<file path="config.mk">
export PLATFORM = sky130hd
export DESIGN_NAME = ground_pad_bank_seq
export DESIGN_NICKNAME = d
export VERILOG_FILES = /design/src/rtl/ground_pad_bank_pkg.sv /design/src/rtl/ground_pad_fault_sync.sv /design/src/rtl/ground_pad_bank_seq.sv
export SDC_FILE = /design/constraint.sdc
export NUM_CORES = 1
export LEC_CHECK = 0
export ABC_AREA = 1
export CELL_PAD_IN_SITES_DETAIL_PLACEMENT = 1
export CELL_PAD_IN_SITES_GLOBAL_PLACEMENT = 1
export CORE_ASPECT_RATIO = 0.7
export CORE_MARGIN = 5
export CORE_UTILIZATION = 36
export CTS_CLUSTER_SIZE = 20
export DETAILED_ROUTE_END_ITERATION = 10
export GPL_TIMING_DRIVEN = 0
export PLACE_DENSITY = 0.75
export SETUP_SLACK_MARGIN = 0.02
export SYNTH_ARGS = -nofsm -noshare
export SYNTH_HDL_FRONTEND = slang
export SYNTH_SLANG_ARGS = --single-unit
</file>
<file path="constraint.sdc">
create_clock -name CLK -period 1.4 [get_ports CLK]
set_input_delay 0.42 -clock CLK [delete_from_list [all_inputs] [get_ports CLK]]
set_output_delay 0.42 -clock CLK [all_outputs]
set_load 0.02 [all_outputs]
</file>
<file path="src/rtl/ground_pad_bank_pkg.sv">
// Shared types and helpers for the ground-pad bank sequencer.
// Holds the sequencer state encoding and a highest-set-bit search.
package ground_pad_bank_pkg;

  localparam int unsigned MAX_CH = 32;

  typedef enum logic [2:0] {
    ST_IDLE      = 3'd0,
    ST_RAMP_UP   = 3'd1,
    ST_ON        = 3'd2,
    ST_RAMP_DOWN = 3'd3,
    ST_FAULT     = 3'd4
  } state_e;

  // Index of the highest set bit; 0 when the vector is empty.
  function automatic int unsigned highest_set(input logic [MAX_CH-1:0] v);
    highest_set = 0;
    for (int i = 0; i < MAX_CH; i++) begin
      if (v[i]) highest_set = i;
    end
  endfunction

endpackage

</file>
<file path="src/rtl/ground_pad_fault_sync.sv">
// Multi-stage synchroniser bringing the asynchronous per-channel fault
// indications into the sequencer clock domain.
module ground_pad_fault_sync #(
  parameter int unsigned NCH         = 4,
  parameter int unsigned SYNC_STAGES = 2
) (
  input  logic           clk,
  input  logic           rst_n,
  input  logic [NCH-1:0] fault_async,
  output logic [NCH-1:0] fault_sync
);

  logic [SYNC_STAGES-1:0][NCH-1:0] stage;

  // NOTE: sequential state uses non-blocking assignments so every stage
  // samples the pre-edge value of its predecessor.
  always_ff @(posedge clk or negedge rst_n) begin
    if (!rst_n) begin
      stage <= '0;
    end else begin
      stage <= {stage[SYNC_STAGES-2:0], fault_async};
    end
  end

  assign fault_sync = stage[SYNC_STAGES-1];

endmodule

</file>
<file path="src/rtl/ground_pad_bank_seq.sv">
// Staggered sequencer for a bank of ground-pad core switches: closes them
// one by one, opens them in reverse, and trips all of them on any fault.
module ground_pad_bank_seq
  import ground_pad_bank_pkg::*;
#(
  parameter int unsigned NCH         = 4,
  parameter int unsigned STAGGER     = 8,
  parameter int unsigned SYNC_STAGES = 2,
  localparam int unsigned IW         = (NCH > 1) ? $clog2(NCH) : 1
) (
  input  logic           CLK,
  input  logic           RESET_B,
  input  logic           EN,
  input  logic [NCH-1:0] CH_MASK,
  input  logic [NCH-1:0] FAULT,
  input  logic           FAULT_CLR,
  output logic [NCH-1:0] SW_EN,
  output logic           READY,
  output logic           BUSY,
  output logic [NCH-1:0] FAULT_STS,
  output logic [IW-1:0]  CUR_CH
);

  localparam int unsigned CW = $clog2(STAGGER + 1);
  localparam logic [CW-1:0] CNT_LOAD = CW'(STAGGER - 1);
  localparam logic [IW-1:0] LAST_CH  = IW'(NCH - 1);

  state_e         state_q, state_d;
  logic [NCH-1:0] sw_en_q, sw_en_d;
  logic [NCH-1:0] sts_q, sts_d;
  logic [NCH-1:0] mask_q, mask_d;
  logic [IW-1:0]  idx_q, idx_d;
  logic [CW-1:0]  cnt_q, cnt_d;
  logic           last_q, last_d;
  logic           ready_q, busy_q;

  logic [NCH-1:0] fault_s;
  logic [NCH-1:0] hit;
  logic [IW-1:0]  top_idx;
  logic [NCH-1:0] down_sw_en;
  logic [IW-1:0]  down_idx;
  logic [CW-1:0]  down_cnt;

  ground_pad_fault_sync #(
    .NCH        (NCH),
    .SYNC_STAGES(SYNC_STAGES)
  ) u_fault_sync (
    .clk        (CLK),
    .rst_n      (RESET_B),
    .fault_async(FAULT),
    .fault_sync (fault_s)
  );

  // Only a fault on a closed switch matters; open channels are ignored.
  assign hit     = fault_s & sw_en_q;
  assign top_idx = IW'(highest_set(MAX_CH'(sw_en_q)));

  // Entry into ramp-down opens the highest closed switch on the same edge.
  always_comb begin
    down_sw_en = sw_en_q;
    down_idx   = top_idx;
    down_cnt   = '0;
    if (sw_en_q != '0) begin
      down_sw_en[top_idx] = 1'b0;
      down_cnt            = CNT_LOAD;
      down_idx            = (top_idx != '0) ? top_idx - IW'(1) : '0;
    end
  end

  // NOTE: every output of this block gets a default first, so no path
  // through the case leaves a variable unassigned and no latch is inferred.
  always_comb begin
    state_d = state_q;
    sw_en_d = sw_en_q;
    sts_d   = sts_q;
    mask_d  = mask_q;
    idx_d   = idx_q;
    cnt_d   = cnt_q;
    last_d  = last_q;

    if (hit != '0) begin
      state_d = ST_FAULT;
      sw_en_d = '0;
      sts_d   = sts_q | hit;
      cnt_d   = '0;
    end else begin
      unique case (state_q)
        ST_IDLE: begin
          sw_en_d = '0;
          if (EN) begin
            state_d = ST_RAMP_UP;
            mask_d  = CH_MASK;
            idx_d   = '0;
            cnt_d   = '0;
            last_d  = 1'b0;
          end
        end

        ST_RAMP_UP: begin
          if (!EN) begin
            state_d = ST_RAMP_DOWN;
            sw_en_d = down_sw_en;
            idx_d   = down_idx;
            cnt_d   = down_cnt;
          end else if (cnt_q != '0) begin
            cnt_d = cnt_q - CW'(1);
          end else if (last_q) begin
            state_d = ST_ON;
          end else if (mask_q[idx_q]) begin
            sw_en_d[idx_q] = 1'b1;
            cnt_d          = CNT_LOAD;
            if (idx_q == LAST_CH) last_d = 1'b1;
            else                  idx_d  = idx_q + IW'(1);
          end else if (idx_q == LAST_CH) begin
            state_d = ST_ON;
          end else begin
            idx_d = idx_q + IW'(1);
          end
        end

        ST_ON: begin
          if (!EN) begin
            state_d = ST_RAMP_DOWN;
            sw_en_d = down_sw_en;
            idx_d   = down_idx;
            cnt_d   = down_cnt;
          end
        end

        ST_RAMP_DOWN: begin
          // EN is deliberately ignored here; the bank always finishes opening.
          if (sw_en_q == '0) begin
            state_d = ST_IDLE;
            cnt_d   = '0;
          end else if (cnt_q != '0) begin
            cnt_d = cnt_q - CW'(1);
          end else if (sw_en_q[idx_q]) begin
            sw_en_d[idx_q] = 1'b0;
            cnt_d          = CNT_LOAD;
            if (idx_q != '0) idx_d = idx_q - IW'(1);
          end else begin
            idx_d = idx_q - IW'(1);
          end
        end

        ST_FAULT: begin
          sw_en_d = '0;
          if (FAULT_CLR && !EN) begin
            state_d = ST_IDLE;
            sts_d   = '0;
          end
        end

        default: begin
          state_d = ST_IDLE;
          sw_en_d = '0;
        end
      endcase
    end
  end

  always_ff @(posedge CLK or negedge RESET_B) begin
    if (!RESET_B) begin
      state_q <= ST_IDLE;
      sw_en_q <= '0;
      sts_q   <= '0;
      mask_q  <= '0;
      idx_q   <= '0;
      cnt_q   <= '0;
      last_q  <= 1'b0;
      ready_q <= 1'b0;
      busy_q  <= 1'b0;
    end else begin
      state_q <= state_d;
      sw_en_q <= sw_en_d;
      sts_q   <= sts_d;
      mask_q  <= mask_d;
      idx_q   <= idx_d;
      cnt_q   <= cnt_d;
      last_q  <= last_d;
      ready_q <= (state_d == ST_ON);
      busy_q  <= (state_d == ST_RAMP_UP) || (state_d == ST_RAMP_DOWN);
    end
  end

  assign SW_EN     = sw_en_q;
  assign READY     = ready_q;
  assign BUSY      = busy_q;
  assign FAULT_STS = sts_q;
  assign CUR_CH    = idx_q;

endmodule
</file>
### Word level (Yosys, flattened, before mapping)

Cells that the tools add are included.
W data, S select, Z words.

* add/subtract/negate cells: 4
* $lt $le $gt $ge: 4
* equal/unequal tests: 29
* multiplexer cells: 68
* bitwise gates (word level): 8
* reduce and logical (&&, ||, !) cells: 23

Operator list (count)
* $mux W4: 23
* $mux W3: 11
* $mux W2: 14
* $ne A3 B3 Y1 const B: 9
* $pmux W4 S4: 1
* $reduce_bool A4 Y1: 4
* $ne A5 B5 Y1 const B: 3
* $pmux W3 S5: 1
* $and A4 B4 Y4: 3
* $eq A3 B2 Y1 const B: 4
* $ne A2 B2 Y1 const B: 6
* $ne A4 B4 Y1 const B: 3
* $pmux W4 S3: 1
* $mux W1: 11
* $reduce_and A10 Y1: 1
* $reduce_bool A2 Y1: 5
* $not A4 Y4: 2
* $or A4 B4 Y4: 2
* $pmux W2 S4: 1
* $reduce_and A7 Y1: 1
* $eq A3 B1 Y1 const B: 2
* $lt A2 B3 Y1 const B: 2
* $reduce_and A6 Y1: 1
* $reduce_and A5 Y1: 1
* 18 further kinds: 24

* register bits: 32
* input port bits: 12
* output and inout bits: 12
* word-level logic and storage cells: 147

### Longest topological paths before layout

Gate-level depths: netlist of run 1.

* word-level depth: 13
* gate-level depth with buffers: 13
* mapped depth without buffers: 12

### Hierarchy

A second synthesis of run 1 with hierarchy kept.

* cell total of the unflattened synthesis: 269
* area total of the unflattened synthesis: 1986.9 µm²

Modules (own cells, without submodules)
* ground_pad_bank_seq: instances 1, cells an instance 257, area each 1756.7 µm², sequential area each 600.6 µm²
* ground_pad_fault_sync: instances 1, cells an instance 12, area each 230.2 µm², sequential area each 200.2 µm²

### Worst setup path before layout of run 1

No wires, ideal clock.

* kind: reg-to-reg
* start point: register idx_q[0] (netlist: CUR_CH[0])
* end point: register idx_q[0] (netlist: CUR_CH[0])
* setup time: 0.122 ns
* data arrival time: 1.452 ns
* path slack: -0.175 ns
* stages on the path, launching flop included: 9
* period minus slack after synthesis: 1.575 ns
* cells stage by stage: dfrtp_1 > inv_1 > ha_1 > inv_1 > nor2_1 > o21ai_0 > nand2_1 > nand2_1 > o21ai_1

* longest elaborated chain between the ends: 6

RTL lines
* start, declared: RTL line ground_pad_bank_seq.sv:32 `logic [IW-1:0] idx_q, idx_d;`
* start signal, assigned: RTL line ground_pad_bank_seq.sv:178 `idx_q <= idx_d;`
* $sub A2 B1 Y2 (tied with other cells): RTL line ground_pad_bank_seq.sv:140, ground_pad_bank_seq.sv:142
* $mux W2 (tied with other cells): RTL line ground_pad_bank_seq.sv:140 `if (idx_q != '0) idx_d = idx_q - IW'(1);`
* $mux W2, on equally long branches: RTL line ground_pad_bank_seq.sv:137, ground_pad_bank_seq.sv:107
* $mux W2, on equally long branches: RTL line ground_pad_bank_seq.sv:135, ground_pad_bank_seq.sv:105
* $mux W2, on equally long branches: RTL line ground_pad_bank_seq.sv:132, ground_pad_bank_seq.sv:100
* $pmux W2 S4: RTL line ground_pad_bank_seq.sv:87 `unique case (state_q)`

Several ways; a longest one is shown, not always the timed one. The select of a mux whose other input is x is not followed.
A chain may end at the register's enable or synchronous reset.

### Worst setup path after layout of run 1

* start point: register sw_en_q[3] (netlist: SW_EN[3])
* end point: register sw_en_q[2] (netlist: SW_EN[2])

* longest elaborated chain between the ends: 11

RTL lines
* start, declared: RTL line ground_pad_bank_seq.sv:29 `logic [NCH-1:0] sw_en_q, sw_en_d;`
* start signal, assigned: RTL line ground_pad_bank_seq.sv:175 `sw_en_q <= sw_en_d;`
* $mux W2: RTL line ground_pad_bank_pkg.sv:19 `if (v[i]) highest_set = i;`
* $lt A2 B3 Y1 (implied by the code) or $ge A2 B1 Y1 (tied branches): RTL line ground_pad_bank_seq.sv:64 `down_sw_en[top_idx] = 1'b0;`
* $logic_and A1 B1 Y1 (implied by the code): RTL line ground_pad_bank_seq.sv:64
* $mux W1 (implied by the code): RTL line ground_pad_bank_seq.sv:64
* $demux W1 S2: RTL line ground_pad_bank_seq.sv:64
* $not A4 Y4 (no source line)
* $and A4 B4 Y4 (no source line)
* $mux W4: RTL line ground_pad_bank_seq.sv:63 `if (sw_en_q != '0) begin`
* $mux W4, on equally long branches: RTL line ground_pad_bank_seq.sv:122, ground_pad_bank_seq.sv:100
* $pmux W4 S3: RTL line ground_pad_bank_seq.sv:87
* $mux W4: RTL line ground_pad_bank_seq.sv:81 `if (hit != '0) begin`

Several ways; a longest one is shown, not always the timed one. The select of a mux whose other input is x is not followed.

==> implementation parameters, run 1 <==
Parameter                              Value

Outcome
  Run status    finished, violations left
  Violations in the final reports    negative setup slack

Floorplan
  DIE HEIGHT    71.4 microns
  Io pins    24
  Die extent in x    roughly 100 microns
  Core Box Area    0.00523 sq mm
  Area of the die    around 0.007 sq mm
  Number of placement rows    22
  Initial cell density of the core    a little under two fifths

Clock tree
  CTS Root Cell    sky130_fd_sc_hd__clkbuf_8
  Clock buffer count from CTS    5
  Clock latency on the worst-skew pair    just under 0.3 ns
  Sinks on the clock net    32
  Clock slew at reported path FFs    approximately 0.07 ns
  CTS tree    yes
  CTS HTree Levels    2
  Number of buffers on the longest clock path    2

Critical path
  Maximum fanout count along the critical path    6
  Data arrival time of the worst path    roughly 1.8 ns
  Kind of start point of the critical path    flip-flop
  Path depth of the worst reg2reg path    10
  Worst Setup End Kind    flip-flop
  Worst setup path class    reg2reg
  Data required time of the worst path    between 1.5 and 2 ns

STA
  Number of slew-limit violations in the final report    0
  Min cycle time layout    1.57 ns
  Final hold viol count    0
  Worst clock skew    between 0.005 and 0.006 ns
  Hold slack final    0.190 ns
  Peak Freq    about 640 MHz
  Setup_tns    -2.58 ns
  Part of the cycle the worst path needs    112%
  Setup violation total in the final timing report    24
  Headroom to the max-slew limit    between 50% and 60%
  Setup repair after global routing missed its margin    true
  Slew at the pin closest to its max-slew limit    approximately 0.74 ns
  PnR worst setup slack    -0.167 ns

Placed design
  Instance area after placement    approximately 0.0023 sq mm
  Port buffer count    23
  Global placer's final weighted congestion    roughly 0.8
  Hpwl dp    4140 microns

Routing
  Detailed Route Iter0 Violations    90
  Routed vias/inst    approximately 5
  Remaining number of nets flagged by the antenna check after routing    0
  Routed wire length per instance    between 15 and 20 microns
  Remaining DRCs    0
  Total via count after detailed routing    approximately 2100
  Length of the first detailed-routing pass in iterations    4
  Post-detailed-routing wire length    a little under 7000 microns

Yosys
  Number of synthesis warnings    0
  Number of synthesized register bits    32
  Yosys top cell by area    sky130_fd_sc_hd__dfrtp_1
  Primary flip-flop cell chosen by synthesis mapping    sky130_fd_sc_hd__dfrtp_1
  Dominant cell by count in the synthesized netlist    sky130_fd_sc_hd__nand2_1
  Average footprint of a synthesized cell    7.45 sq um
  Count of distinct cell types in the synthesized netlist    31
  Number of enable-type register cells in the synthesized netlist    0
  Syn Inst Count    260
  Syn nets    between 200 and 300
  Top post-synthesis cells by count    89 x sky130_fd_sc_hd__nand2_1, 32 x sky130_fd_sc_hd__dfrtp_1, 26 x sky130_fd_sc_hd__nand3_1
  Netlist Area Pre-Place    0.00194 sq mm
  Sequential fraction of the synthesis area    just over 40%
  Cell types with the largest area share after synthesis    sky130_fd_sc_hd__dfrtp_1 41%, sky130_fd_sc_hd__nand2_1 17%, sky130_fd_sc_hd__nand3_1 6.7%, sky130_fd_sc_hd__inv_1 4.3%, sky130_fd_sc_hd__nor2_1 4.3%
  Yosys top cell area share    about two fifths
  Fraction of registers with async set/reset    between 90% and 100%

Global routing
  Pin count of the biggest net entering global routing    33
  Antenna violations before repair    0
  Total gr overflow    0
  Vias in the first global route    between 2000 and 2500
  Combined global-route utilization of all metal layers    roughly 20%
  First-pass GRT wire length    10900 microns

Cells and area
  Post-layout net count    ~350
  Fin util    between 50% and 60%
  Fillers    640
  Share of post-route cells with drive strength above 1    a little over two fifths
  Area growth from synthesis to layout    50.0%
  Post-route cell area    0.00291 sq mm
  Number of diodes added for antenna fixing    0

Worst hold path
  Worst Hold Class    in2async

Power and ir drop
  Peak VDD IR    between 800 and 900 uV
  Leakage power total    roughly 1.4 nW
  Total power draw    between 7 and 8 mW
  Ratio of total power to cell area    between 2000 and 2500 mW/mm^2

Run
  # Max-Cap Violations    0
[placed cells by master (no fill, tap or decap), types with 8 or more instances in the layout]
master / count
sky130_fd_sc_hd__buf_6: 8
sky130_fd_sc_hd__buf_4: 36
sky130_fd_sc_hd__nand2_2: 17
sky130_fd_sc_hd__nand2_1: 71
sky130_fd_sc_hd__dfrtp_2: 9
sky130_fd_sc_hd__clkdlybuf4s50_1: 9
sky130_fd_sc_hd__nor2_1: 16
sky130_fd_sc_hd__inv_1: 18
sky130_fd_sc_hd__nand3_1: 21
sky130_fd_sc_hd__a21oi_1: 10
sky130_fd_sc_hd__dfrtp_1: 23
sky130_fd_sc_hd__nor2_4: 8
[worst paths after layout]
kind / from / endpoint / slack, ns
max: SW_EN[3]$_DFFE_PN0P_ / SW_EN[2]$_DFFE_PN0P_ / -0.17
min in group CLK: u_fault_sync.stage[2]$_DFF_PN0_ / u_fault_sync.fault_sync[2]$_DFF_PN0_ / 0.35
max in group asynchronous: RESET_B / SW_EN[0]$_DFFE_PN0P_ / 0.69
min: RESET_B / mask_q[2]$_DFFE_PN0P_ / 0.19
max reg2reg: SW_EN[3]$_DFFE_PN0P_ / SW_EN[2]$_DFFE_PN0P_ / -0.17
min reg2reg: u_fault_sync.stage[2]$_DFF_PN0_ / u_fault_sync.fault_sync[2]$_DFF_PN0_ / 0.35
[worst max-delay path: stages (launching register included)]
cell                       delay, ns
sky130_fd_sc_hd__dfrtp_2        0.42
sky130_fd_sc_hd__buf_8          0.14
sky130_fd_sc_hd__nand2_4        0.08
sky130_fd_sc_hd__nand2_4        0.05
sky130_fd_sc_hd__nor2_4         0.17
sky130_fd_sc_hd__buf_6          0.16
sky130_fd_sc_hd__nand4_4        0.11
sky130_fd_sc_hd__nand3_4        0.12
sky130_fd_sc_hd__nand2b_4       0.15
sky130_fd_sc_hd__nand2_1        0.05
sky130_fd_sc_hd__nand2_1        0.05
[cell families after synthesis]
| family | after synthesis | synth area share, % |
|---|---|---|
| XOR/XNOR | 2 | 0.904 |
| AND/OR/NAND/NOR | 160 | 38.3 |
| flip-flops | 32 | 41.3 |
| adder cells (fa/ha/maj) | 6 | 3.87 |
| buffers and inverters | 31 | 7.42 |
| AO/OA/AOI/OAI | 29 | 8.13 |
[through the flow]
step	worst slack, ns	instances
finish	-0.167	402
global route	-0.302	402
CTS	-0.140	393
detailed placement	-0.743	355
global placement	-0.892	355
floorplan	-0.0686	260
[report_power, final]
part           internal, mW  total, mW  switching [mW]
combinational          1.94       4.77            2.83
clock                 0.528      0.901           0.373
sequential             1.25       1.58           0.332
total                  3.72       7.25            3.53
[routing by layer]
| metal | up-vias | share of wire (%) | global-route usage (%) |
|---|---|---|---|
| met5 | - | 0 | 0 |
| met4 | 0 | 1.9 | 5.84 |
| met3 | 12 | 4.1 | 4.77 |
| met2 | 45 | 47 | 31.5 |
| met1 | 1036 | 47 | 26.3 |
| li1 | 972 | - | - |
[final cells by class]
type | count | area, sq um | share of cell area (%)
Clock buffer | 6 | 72.6 | 2.50
Tap cell | 72 | 90.1 | 3.10
Timing Repair Buffer | 62 | 484 | 16.7
Sequential cell | 32 | 812 | 27.9
Buffer | 5 | 56.3 | 1.94
Inverter | 26 | 105 | 3.61
Clock inverter | 2 | 35.0 | 1.20
Multi-Input combinational cell | 197 | 1250 | 43.1
[state kept, by name, indices dropped and copies added, names as in the netlist]
| register | flops |
|---|---|
| FAULT_STS | 4 |
| SW_EN | 4 |
| cnt_q | 4 |
| mask_q | 4 |
| u_fault_sync.fault_sync | 4 |
| u_fault_sync.stage | 4 |
| state_q | 3 |
| CUR_CH | 2 |
| BUSY | 1 |
| READY | 1 |
| last_q | 1 |
[what timing repair did]
| action | 4_1_cts | 5_1_grt |
|---|---|---|
| pin swaps | 8 | 11 |
| setup endpoints to repair | 35 | 32 |
| hold buffers | 0 | 0 |
| gates cloned | 1 | 0 |
| resized for setup | 89 | 33 |
| buffers inserted | 29 | 9 |
No activity file was read; power rests on OpenSTA's default activity.
==> inputs of run 2 (changes only) <==
- CORE_MARGIN: 5 -> not set
==> run 2 against run 1 <==
The run still ends with negative setup slack left. First-iteration DRC count increased by 64%. Via count up 8.3%. Clock-buffer cell count fell by 1. Final cell count up 0.50%. Fmax is 9.7% lower. Clock skew hardly changed. Utilization increased by 6.1 points. Setup slack worse by 0.17 ns. Sequential share of layout area down 1.4 points. Combinational power grew 19%. Sequential power increased by 3%. Critical path type unchanged. Largest cell class unchanged.
==> implementation parameters, run 2 (synthesized netlist as in run 1, its figures left out) <==
Parameter                              Value

Critical path
  Crit path buffers/inverters    0
  Slowest-stage cell, CP    sky130_fd_sc_hd__dfrtp_2
  Data required time of the worst path    between 1.5 and 2 ns
  Top delay family on crit path    simple AND/OR/NAND/NOR gates
  Kind of start point of the critical path    flip-flop
  Worst Setup End Kind    flip-flop
  Data arrival time of the worst path    1.97 ns
  Delay contributed by the slowest stage of the critical path    0.48 ns
  Cell mode on critical path    sky130_fd_sc_hd__nand2_1
  Worst setup path class    reg2reg
  Maximum fanout count along the critical path    5
  Cells along the critical path    nor2_4 -> nand2_4 -> nor2_4 -> nand2_1 -> nand2_1 -> nand2_1 -> nand2_2 -> nand2_4 -> nand2_4 -> nand2_1 -> nand2_1

STA
  Setup repair after global routing missed its margin    true
  Slew at the pin closest to its max-slew limit    approximately 0.74 ns
  PnR worst setup slack    -0.336 ns
  Peak Freq    around 580 MHz
  Final hold viol count    0
  Setup violation total in the final timing report    26
  Part of the cycle the worst path needs    124%
  Min cycle time layout    1.74 ns
  Number of slew-limit violations in the final report    0
  Worst clock skew    about 0.0058 ns
  Setup_tns    -4.03 ns
  Headroom to the max-slew limit    just over 50%

Cells and area
  Post-layout net count    approximately 350
  Commonest non-fill, non-tap cell in the layout    sky130_fd_sc_hd__nand2_1
  Register area    approximately 800 sq um
  Share of post-route cells with drive strength above 1    between 40% and 50%
  Fillers    just under 600
  Number of diodes added for antenna fixing    0
  Leading cell types in the layout, fill and taps excluded    64 x sky130_fd_sc_hd__nand2_1, 40 x sky130_fd_sc_hd__buf_4, 23 x sky130_fd_sc_hd__dfrtp_1, 21 x sky130_fd_sc_hd__nand2_2, 20 x sky130_fd_sc_hd__nand3_1
  Post-route cell area    slightly above 0.003 sq mm
  Area of combinational cells with multiple inputs    0.00135 sq mm
  Area growth from synthesis to layout    58.0%
  Fin util    between 60% and 70%

Global routing
  Vias in the first global route    approximately 2100
  First-pass GRT wire length    ~11000 microns
  Total gr overflow    0
  Antenna violations before repair    0
  Pin count of the biggest net entering global routing    33
  Combined global-route utilization of all metal layers    a little over a quarter

Clock tree
  Clock buffer count from CTS    5
  CTS tree    yes
  Sinks on the clock net    32
  CTS Root Cell    sky130_fd_sc_hd__clkbuf_8
  Number of hold buffers added after cts    0
  Number of buffers on the longest clock path    2
  Clock latency on the worst-skew pair    0.30 ns
  Clock slew at reported path FFs    0.07 ns
  CTS HTree Levels    2

Routing
  Remaining DRCs    0
  Routed wire length per instance    21.8 microns
  Length of the first detailed-routing pass in iterations    4
  Post-detailed-routing wire length    slightly below 9000 microns
  Detailed Route Iter0 Violations    between 100 and 150
  Remaining number of nets flagged by the antenna check after routing    0
  Total via count after detailed routing    ~2200
  Routed vias/inst    ~5.5

Placed design
  Worst slack at placement    -0.777 ns
  Instance area after placement    ~0.0023 sq mm
  Hpwl dp    4090 microns
  Global placer's final weighted congestion    0.825
  Port buffer count    23

Power and ir drop
  Net load switching power    4.19 mW
  Leakage power total    1.47 nW
  Clock network fraction of design power    under 10%
  Peak VDD IR    about 1400 uV
  Ratio of total power to cell area    between 2000 and 3000 mW/mm^2
  Switching share of total power    between 50% and 60%
  Relative contribution of sequential cells to total power    between 20% and 30%
  Logic pwr share    roughly 71%
  Total power draw    ~8.0 mW
  Internal Pwr Total    3.85 mW

Outcome
  Violations in the final reports    negative setup slack
  Run status    finished, violations left

Worst hold path
  Worst Hold Class    in2async

Floorplan
  Area of the die    0.00569 sq mm
  Die extent in x    approximately 90 microns
  Core Box Area    slightly below 0.005 sq mm
  Io pins    24
  Initial cell density of the core    between 30% and 40%
  Number of placement rows    21
  DIE HEIGHT    ~63 microns

Run
  # Max-Cap Violations    0
==> run 2: final cells by class <==
cell class	count	area share (%)
Timing Repair Buffer	67	18.0
Tap cell	69	2.82
Sequential cell	32	26.5
Clock inverter	3	0.613
Buffer	5	1.84
Clock buffer	5	2.25
Inverter	26	4.00
Multi-Input combinational cell	197	44.0
==> run 2: worst register-to-register path: cells and delay by family (launching register included) <==
| kind | cells | cell delay [ns] |
|---|---|---|
| flops | 1 | 0.48 |
| simple gates | 11 | 1.19 |
==> run 2: worst paths after layout <==
check	endpoint	startpoint	cells after the start	slack (ns)
max	cnt_q[1]$_DFFE_PN0P_	state_q[2]$_DFF_PN0_	11	-0.34
min	SW_EN[2]$_DFFE_PN0P_	RESET_B	1	0.18
max reg2reg	cnt_q[1]$_DFFE_PN0P_	state_q[2]$_DFF_PN0_	11	-0.34
min reg2reg	u_fault_sync.fault_sync[0]$_DFF_PN0_	u_fault_sync.stage[0]$_DFF_PN0_	0	0.35
max in group asynchronous	state_q[2]$_DFF_PN0_	RESET_B	1	0.70
min in group CLK	u_fault_sync.fault_sync[0]$_DFF_PN0_	u_fault_sync.stage[0]$_DFF_PN0_	0	0.35
==> run 2: layer usage <==
metal | wire length (microns) | vias to the layer above | track usage (%)
li1 | - | 980 | -
met1 | 3690 | 1102 | 38.2
met2 | 4090 | 114 | 40.3
met3 | 586 | 41 | 5.11
met4 | 426 | 0 | 11.3
met5 | 0 | - | 0
==> run 2: through the flow <==
step           instances  hold WS (ns)
4_1_cts              385         0.211
2_1_floorplan        260         0.124
5_1_grt              404         0.237
6_report             404         0.178
3_5_place_dp         352         0.337
3_3_place_gp         352         0.333
==> run 2: what timing repair did <==
action,in CTS,in global routing
pin swaps,9,17
setup buffers,24,19
hold endpoints to repair,0,0
gates resized for setup,98,55
cloned,1,0
endpoints found under the setup margin,35,33
==> run 2: power by group through the flow <==
| stage | combinational (mW) | clock (mW) | sequential, mW |
|---|---|---|---|
| 2_1_floorplan | 2.11 | 0 | 1.67 |
| 3_3_place_gp | 3.16 | 0 | 1.56 |
| 3_5_place_dp | 3.23 | 0 | 1.57 |
| 4_1_cts | 4.34 | 0.743 | 1.56 |
| 5_1_grt | 6.01 | 0.781 | 1.65 |
| 6_report | 5.67 | 0.737 | 1.63 |
